## config.mk

```make
export PLATFORM = sky130hd
export DESIGN_NAME = des_key_schedule
export DESIGN_NICKNAME = d
export VERILOG_FILES = /design/src/rtl/des_key_schedule.sv
export SDC_FILE = /design/constraint.sdc
export NUM_CORES = 1
export LEC_CHECK = 0
export CAP_MARGIN = 20
export CELL_PAD_IN_SITES_DETAIL_PLACEMENT = 1
export CELL_PAD_IN_SITES_GLOBAL_PLACEMENT = 1
export CORE_MARGIN = 2
export CORE_UTILIZATION = 35
export DETAILED_ROUTE_END_ITERATION = 12
export HOLD_SLACK_MARGIN = 0.03
export PLACE_DENSITY_LB_ADDON = 0.1
export SYNTH_ARGS = -nofsm -noshare
export SYNTH_HDL_FRONTEND = slang
export SYNTH_SLANG_ARGS = --single-unit
```

## constraint.sdc

```tcl
create_clock -name clk -period 2.4 [get_ports clk]
set_input_delay 0.24 -clock clk [delete_from_list [all_inputs] [get_ports clk]]
set_output_delay 0.24 -clock clk [all_outputs]
set_load 0.02 [all_outputs]
```

## src/rtl/des_key_schedule.sv

```systemverilog
// DES key-schedule controller: PC-1 on start, then one PC-2 subkey per handshake,
// rotating the C/D halves left (encrypt) or right (decrypt) between rounds.
module des_key_schedule (
    input  logic        clk,
    input  logic        rst,
    input  logic        start,
    input  logic        decrypt,
    input  logic [64:1] key_in,
    output logic        ready,
    output logic        subkey_valid,
    input  logic        subkey_ready,
    output logic [48:1] subkey,
    output logic [5:1]  round_idx,
    output logic        done
);

    localparam logic ST_IDLE = 1'b0;
    localparam logic ST_EMIT = 1'b1;

    // Tables hold DES bit numbers (1 = MSB); entry 0 is output bit 1.
    localparam logic [0:55][5:0] PC1_TAB = {
        6'd57, 6'd49, 6'd41, 6'd33, 6'd25, 6'd17, 6'd9,  6'd1,
        6'd58, 6'd50, 6'd42, 6'd34, 6'd26, 6'd18, 6'd10, 6'd2,
        6'd59, 6'd51, 6'd43, 6'd35, 6'd27, 6'd19, 6'd11, 6'd3,
        6'd60, 6'd52, 6'd44, 6'd36, 6'd63, 6'd55, 6'd47, 6'd39,
        6'd31, 6'd23, 6'd15, 6'd7,  6'd62, 6'd54, 6'd46, 6'd38,
        6'd30, 6'd22, 6'd14, 6'd6,  6'd61, 6'd53, 6'd45, 6'd37,
        6'd29, 6'd21, 6'd13, 6'd5,  6'd28, 6'd20, 6'd12, 6'd4
    };

    localparam logic [0:47][5:0] PC2_TAB = {
        6'd14, 6'd17, 6'd11, 6'd24, 6'd1,  6'd5,  6'd3,  6'd28,
        6'd15, 6'd6,  6'd21, 6'd10, 6'd23, 6'd19, 6'd12, 6'd4,
        6'd26, 6'd8,  6'd16, 6'd7,  6'd27, 6'd20, 6'd13, 6'd2,
        6'd41, 6'd52, 6'd31, 6'd37, 6'd47, 6'd55, 6'd30, 6'd40,
        6'd51, 6'd45, 6'd33, 6'd48, 6'd44, 6'd49, 6'd39, 6'd56,
        6'd34, 6'd53, 6'd46, 6'd42, 6'd50, 6'd36, 6'd29, 6'd32
    };

    logic        state;
    logic        mode;
    logic [4:0]  n;
    logic [27:0] c;
    logic [27:0] d;
    logic        done_r;
    logic [55:0] cd0;
    logic        two_enc;
    logic        two_dec;
    logic        unused_parity;

    function automatic logic [55:0] pc1(input logic [64:1] k);
        logic [55:0] r;
        r = '0;
        for (int i = 0; i < 56; i++) begin
            r[55 - i] = k[65 - int'(PC1_TAB[i])];
        end
        return r;
    endfunction

    function automatic logic [47:0] pc2(input logic [55:0] cd);
        logic [47:0] r;
        r = '0;
        for (int j = 0; j < 48; j++) begin
            r[47 - j] = cd[56 - int'(PC2_TAB[j])];
        end
        return r;
    endfunction

    function automatic logic [27:0] rotl(input logic [27:0] h, input logic two);
        return two ? {h[25:0], h[27:26]} : {h[26:0], h[27]};
    endfunction

    function automatic logic [27:0] rotr(input logic [27:0] h, input logic two);
        return two ? {h[1:0], h[27:2]} : {h[0], h[27:1]};
    endfunction

    // Rounds 1, 2, 9 and 16 rotate by one position, all others by two.
    function automatic logic shift_two(input logic [4:0] r);
        return !((r == 5'd1) || (r == 5'd2) || (r == 5'd9) || (r == 5'd16));
    endfunction

    assign cd0     = pc1(key_in);
    assign two_enc = shift_two(n + 5'd1);
    assign two_dec = shift_two(5'd17 - n);

    assign unused_parity = ^{key_in[57], key_in[49], key_in[41], key_in[33],
                             key_in[25], key_in[17], key_in[9],  key_in[1]};

    always_ff @(posedge clk) begin
        if (rst) begin
            state  <= ST_IDLE;
            mode   <= 1'b0;
            n      <= 5'd0;
            c      <= '0;
            d      <= '0;
            done_r <= 1'b0;
        end else begin
            done_r <= 1'b0;
            if (state == ST_IDLE) begin
                if (start) begin
                    state <= ST_EMIT;
                    mode  <= decrypt;
                    n     <= 5'd1;
                    // C0/D0 already equals C16/D16, so decryption starts unrotated.
                    if (decrypt) begin
                        c <= cd0[55:28];
                        d <= cd0[27:0];
                    end else begin
                        c <= rotl(cd0[55:28], 1'b0);
                        d <= rotl(cd0[27:0], 1'b0);
                    end
                end
            end else if (subkey_ready) begin
                if (n == 5'd16) begin
                    state  <= ST_IDLE;
                    done_r <= 1'b1;
                end else begin
                    n <= n + 5'd1;
                    if (mode) begin
                        c <= rotr(c, two_dec);
                        d <= rotr(d, two_dec);
                    end else begin
                        c <= rotl(c, two_enc);
                        d <= rotl(d, two_enc);
                    end
                end
            end
        end
    end

    assign ready        = (state == ST_IDLE);
    assign subkey_valid = (state == ST_EMIT);
    assign subkey       = subkey_valid ? pc2({c, d}) : 48'd0;
    assign round_idx    = subkey_valid ? (mode ? (5'd17 - n) : n) : 5'd0;
    assign done         = done_r;

endmodule

```

==> metrics.txt <==
# TYPE chip_impl_metric gauge
chip_impl_metric{name="cp.arrival",unit="ps"} 2620
chip_impl_info{name="cp-startpoint",value="n[2]"} 1
chip_impl_metric{name="antennaDiodeCount",unit=""} 0
chip_impl_metric{name="synth-edff-count",unit=""} 0
chip_impl_metric{name="p_sw",unit="mW"} 1.33
chip_impl_metric{name="crit_path_max_fanout",unit=""} 8
chip_impl_metric{name="final.min_clock_period",unit="ps"} 2370
chip_impl_info{name="startpoint_type",value="flop"} 1
chip_impl_metric{name="globalRouteOverflowTotal",unit=""} 0
chip_impl_metric{name="buffer_ports.inserted",unit=""} 116
chip_impl_metric{name="cts_max_level",unit=""} 3
chip_impl_metric{name="static-leakage-power",unit="nW"} 3.13
chip_impl_metric{name="achievable-frequency",unit="MHz"} 422
chip_impl_metric{name="place.detailed.instances",unit=""} 994
chip_impl_metric{name="dieWidth",unit="µm"} 134
chip_impl_metric{name="power_frac_comb",unit=""} 0.344
chip_impl_metric{name="cts_hold_buffers",unit=""} 0
chip_impl_metric{name="min_period_over_period",unit=""} 0.988
chip_impl_info{name="critical_path_class",value="reg2reg"} 1
chip_impl_metric{name="finalInstanceArea",unit="µm²"} 7970
chip_impl_metric{name="final_core_util",unit=""} 0.481
chip_impl_metric{name="postSynthCellCount",unit=""} 696
chip_impl_metric{name="via_per_inst",unit=""} 5.86
chip_impl_metric{name="postSynthAreaPerCell",unit="µm²"} 8.53
chip_impl_metric{name="multi_input_area",unit="µm²"} 4420
chip_impl_info{name="cts_tree",value="done"} 1
chip_impl_metric{name="vias",unit=""} 5960
chip_impl_metric{name="hold_slack",unit="ps"} 507
chip_impl_info{name="hp-class",value="in2reg"} 1
chip_impl_metric{name="final-hold-violation-count",unit=""} 0
chip_impl_info{name="synthMostInstantiatedCell",value="sky130_fd_sc_hd__nor2_1"} 1
chip_impl_metric{name="clock_sink_count",unit=""} 64
chip_impl_metric{name="synth_top_cell_area_share",unit=""} 0.216
chip_impl_metric{name="clock_power_share",unit=""} 0.327
chip_impl_metric{name="synth.net_count",unit=""} 771
chip_impl_metric{name="yosysWarningCount",unit=""} 0
chip_impl_metric{name="clock_pin_slew_worst_setup_and_hold_paths",unit="ps"} 60
chip_impl_metric{name="synth_async_sr_flop_share",unit=""} 0
chip_impl_metric{name="stdcell_count",unit=""} 1017
chip_impl_info{name="worstSetupEndpointType",value="flop"} 1
chip_impl_metric{name="drtPass1Iterations",unit=""} 4
chip_impl_info{name="cts_root_buf",value="sky130_fd_sc_hd__clkbuf_16"} 1
chip_impl_metric{name="groute.usage.overall",unit=""} 0.221
chip_impl_metric{name="vdd_drop_max",unit="mV"} 0.310
chip_impl_metric{name="numCtsBuffers",unit=""} 9
chip_impl_metric{name="swShare",unit=""} 0.343
chip_impl_metric{name="cap_viol_max_count",unit=""} 0
chip_impl_metric{name="post-layout-total-power",unit="mW"} 3.89
chip_impl_metric{name="start_util",unit=""} 0.358
chip_impl_metric{name="timing.max_slew.rel_slack",unit=""} 0.575
chip_impl_metric{name="ctsLongestPathBuffers",unit=""} 2
chip_impl_info{name="run_status",value="completed"} 1
chip_impl_metric{name="worst_setup_slack_before_clock_tree_synthesis",unit="ps"} -91.0
chip_impl_metric{name="worst_skew_pair.late_latency",unit="ps"} 340
chip_impl_metric{name="post_route_cells_drive_above_1_share",unit=""} 0.236
chip_impl_metric{name="synth.distinct_cells",unit=""} 44
chip_impl_metric{name="timing.clock.skew",unit="ps"} 2.94
chip_impl_metric{name="hpwl",unit="µm"} 13300
chip_impl_metric{name="wl",unit="µm"} 20400
chip_impl_metric{name="drtIter0Drc",unit=""} 335
chip_impl_metric{name="n_fill_cell",unit=""} 1884
chip_impl_info{name="netlist_top_cells_count",value="sky130_fd_sc_hd__nor2_1, sky130_fd_sc_hd__dfxtp_1, sky130_fd_sc_hd__mux2i_1"} 1
chip_impl_metric{name="die_area",unit="µm²"} 18000
chip_impl_info{name="grt_setup_unrepaired",value="yes"} 1
chip_impl_metric{name="ys_seq_elements",unit=""} 64
chip_impl_metric{name="seq_area",unit="µm²"} 1280
chip_impl_metric{name="cp.required",unit="ps"} 2650
chip_impl_metric{name="via_count_of_the_first_global_routing_pass",unit=""} 6285
chip_impl_metric{name="std_cell_rows",unit=""} 47
chip_impl_metric{name="synth.yosys.seq_area_share",unit=""} 0.216
chip_impl_metric{name="die_height",unit="µm"} 134
chip_impl_metric{name="max_slew.worst_pin.slew",unit="ps"} 638
chip_impl_metric{name="grt_pass1_wl",unit="µm"} 32500
chip_impl_metric{name="post-route-worst-setup-slack",unit="ps"} 28.7
chip_impl_metric{name="pin_count_of_the_biggest_net_entering_global_routing",unit=""} 58
chip_impl_info{name="dominant_synthesized_flop_cell",value="sky130_fd_sc_hd__dfxtp_1"} 1
chip_impl_metric{name="layout.nets",unit=""} 869
chip_impl_metric{name="drt.antenna.violating_nets",unit=""} 0
chip_impl_metric{name="pwr_density_cell",unit="nW/µm²"} 488
chip_impl_metric{name="share_of_total_power_in_sequential_cells",unit=""} 0.329
chip_impl_metric{name="power_report.internal_total",unit="mW"} 2.56
chip_impl_info{name="synth_area_leaders",value="sky130_fd_sc_hd__dfxtp_1, sky130_fd_sc_hd__nor2_1, sky130_fd_sc_hd__mux2i_1, sky130_fd_sc_hd__o32ai_2, sky130_fd_sc_hd__mux2_4"} 1
chip_impl_metric{name="wire_per_inst",unit="µm"} 20.1
chip_impl_info{name="hold_path_startpoint",value="rst"} 1
chip_impl_metric{name="final_max_slew_viol_count",unit=""} 0
chip_impl_metric{name="syn2layout_area_growth",unit="%"} 34.3
chip_impl_metric{name="route.detailed.drc",unit=""} 0
chip_impl_metric{name="setup_viol_count_final",unit=""} 0
chip_impl_metric{name="post_dp_cell_area",unit="µm²"} 7470
chip_impl_metric{name="core_area",unit="µm²"} 16600
chip_impl_metric{name="gp_routability_congestion",unit=""} 0.852
chip_impl_info{name="rr_startpoint",value="n[2]"} 1
chip_impl_metric{name="timing.setup.tns",unit="ps"} 0
chip_impl_metric{name="num_io_pins",unit=""} 125
chip_impl_metric{name="grt_antenna_before_repair",unit=""} 1
chip_impl_metric{name="synthesis.area",unit="µm²"} 5940
chip_impl_info{name="synth_largest_area_cell",value="sky130_fd_sc_hd__dfxtp_1"} 1
-- cell usage in the layout (no fill, tap or decap), types with 5 or more instances in the layout --
cell	netlist	layout
sky130_fd_sc_hd__buf_12	0	13
sky130_fd_sc_hd__o32ai_1	6	5
sky130_fd_sc_hd__o221ai_1	50	45
sky130_fd_sc_hd__dfxtp_1	64	62
sky130_fd_sc_hd__nor2_1	165	164
sky130_fd_sc_hd__a21oi_1	7	5
sky130_fd_sc_hd__clkdlybuf4s50_1	0	112
sky130_fd_sc_hd__o221ai_2	6	11
sky130_fd_sc_hd__mux2_2	21	21
sky130_fd_sc_hd__and2_1	48	48
sky130_fd_sc_hd__mux2_4	35	35
sky130_fd_sc_hd__o22ai_1	15	15
sky130_fd_sc_hd__a31oi_1	56	56
sky130_fd_sc_hd__buf_4	3	28
sky130_fd_sc_hd__mux2i_1	59	58
sky130_fd_sc_hd__inv_1	8	5
sky130_fd_sc_hd__nand2_1	9	8
sky130_fd_sc_hd__o32ai_2	35	36
sky130_fd_sc_hd__clkbuf_16	0	11
-- per-layer routing --
metal | GRT usage | vias up | routed length (µm)
li1 | - | 2822 | -
met1 | 0.283 | 2958 | 9040
met2 | 0.380 | 151 | 10100
met3 | 0.0272 | 27 | 896
met4 | 0.0807 | 2 | 383
met5 | 0 | - | 13
-- final cells by class --
type                    instances  share of cell area
inverters                       9             0.00424
flip-flops and latches         64               0.161
repair buffers                160               0.212
clock buffers                  14              0.0344
multi-input cells             550               0.554
well taps                     220              0.0345
-- power by group through the flow --
stage	Combinational (mW)	Sequential, mW	Clock [mW]
2_1_floorplan	0.853	1.26	0
3_3_place_gp	1.26	1.30	0
3_5_place_dp	1.29	1.30	0
4_1_cts	1.30	1.28	1.30
5_1_grt	1.44	1.30	1.34
6_report	1.34	1.28	1.27
-- flip-flops by register name, indices dropped and copies added, names as in the netlist --
register / count
c: 28
d: 28
done: 1
mode: 1
n: 5
subkey_valid: 1
-- repair_timing --
| item | in CTS | in global routing |
|---|---|---|
| buffers inserted | 0 | 7 |
| gates resized for setup | 8 | 22 |
| endpoints found under the setup margin | 43 | 55 |
| pin swaps | 2 | 5 |
| gates cloned | 0 | 2 |
-- cells by family after synthesis --
kind of cell	share of synthesized area
mux	0.228
xor+xnor	0.00991
fa+ha+maj	0.0126
buf+inv	0.0670
simple gates	0.178
flops	0.216
compound gates	0.289
-- worst max-delay path, cell delays in order, from the launching register on --
cell	delay [ps]
sky130_fd_sc_hd__dfxtp_2	330
sky130_fd_sc_hd__buf_6	120
sky130_fd_sc_hd__buf_6	110
sky130_fd_sc_hd__nor3_4	250
sky130_fd_sc_hd__a211oi_2	90
sky130_fd_sc_hd__a211oi_2	300
sky130_fd_sc_hd__o21a_4	320
sky130_fd_sc_hd__buf_12	180
sky130_fd_sc_hd__mux2_4	310
sky130_fd_sc_hd__o32ai_2	260
-- worst paths after layout --
kind,depth (start not counted),slack (ps),endpoint
max reg2reg,9,30,d[16]
max,9,30,d[16]
min reg2reg,2,580,n[4]
min,3,510,c[2]
No activity file was read; power rests on OpenSTA's default activity.
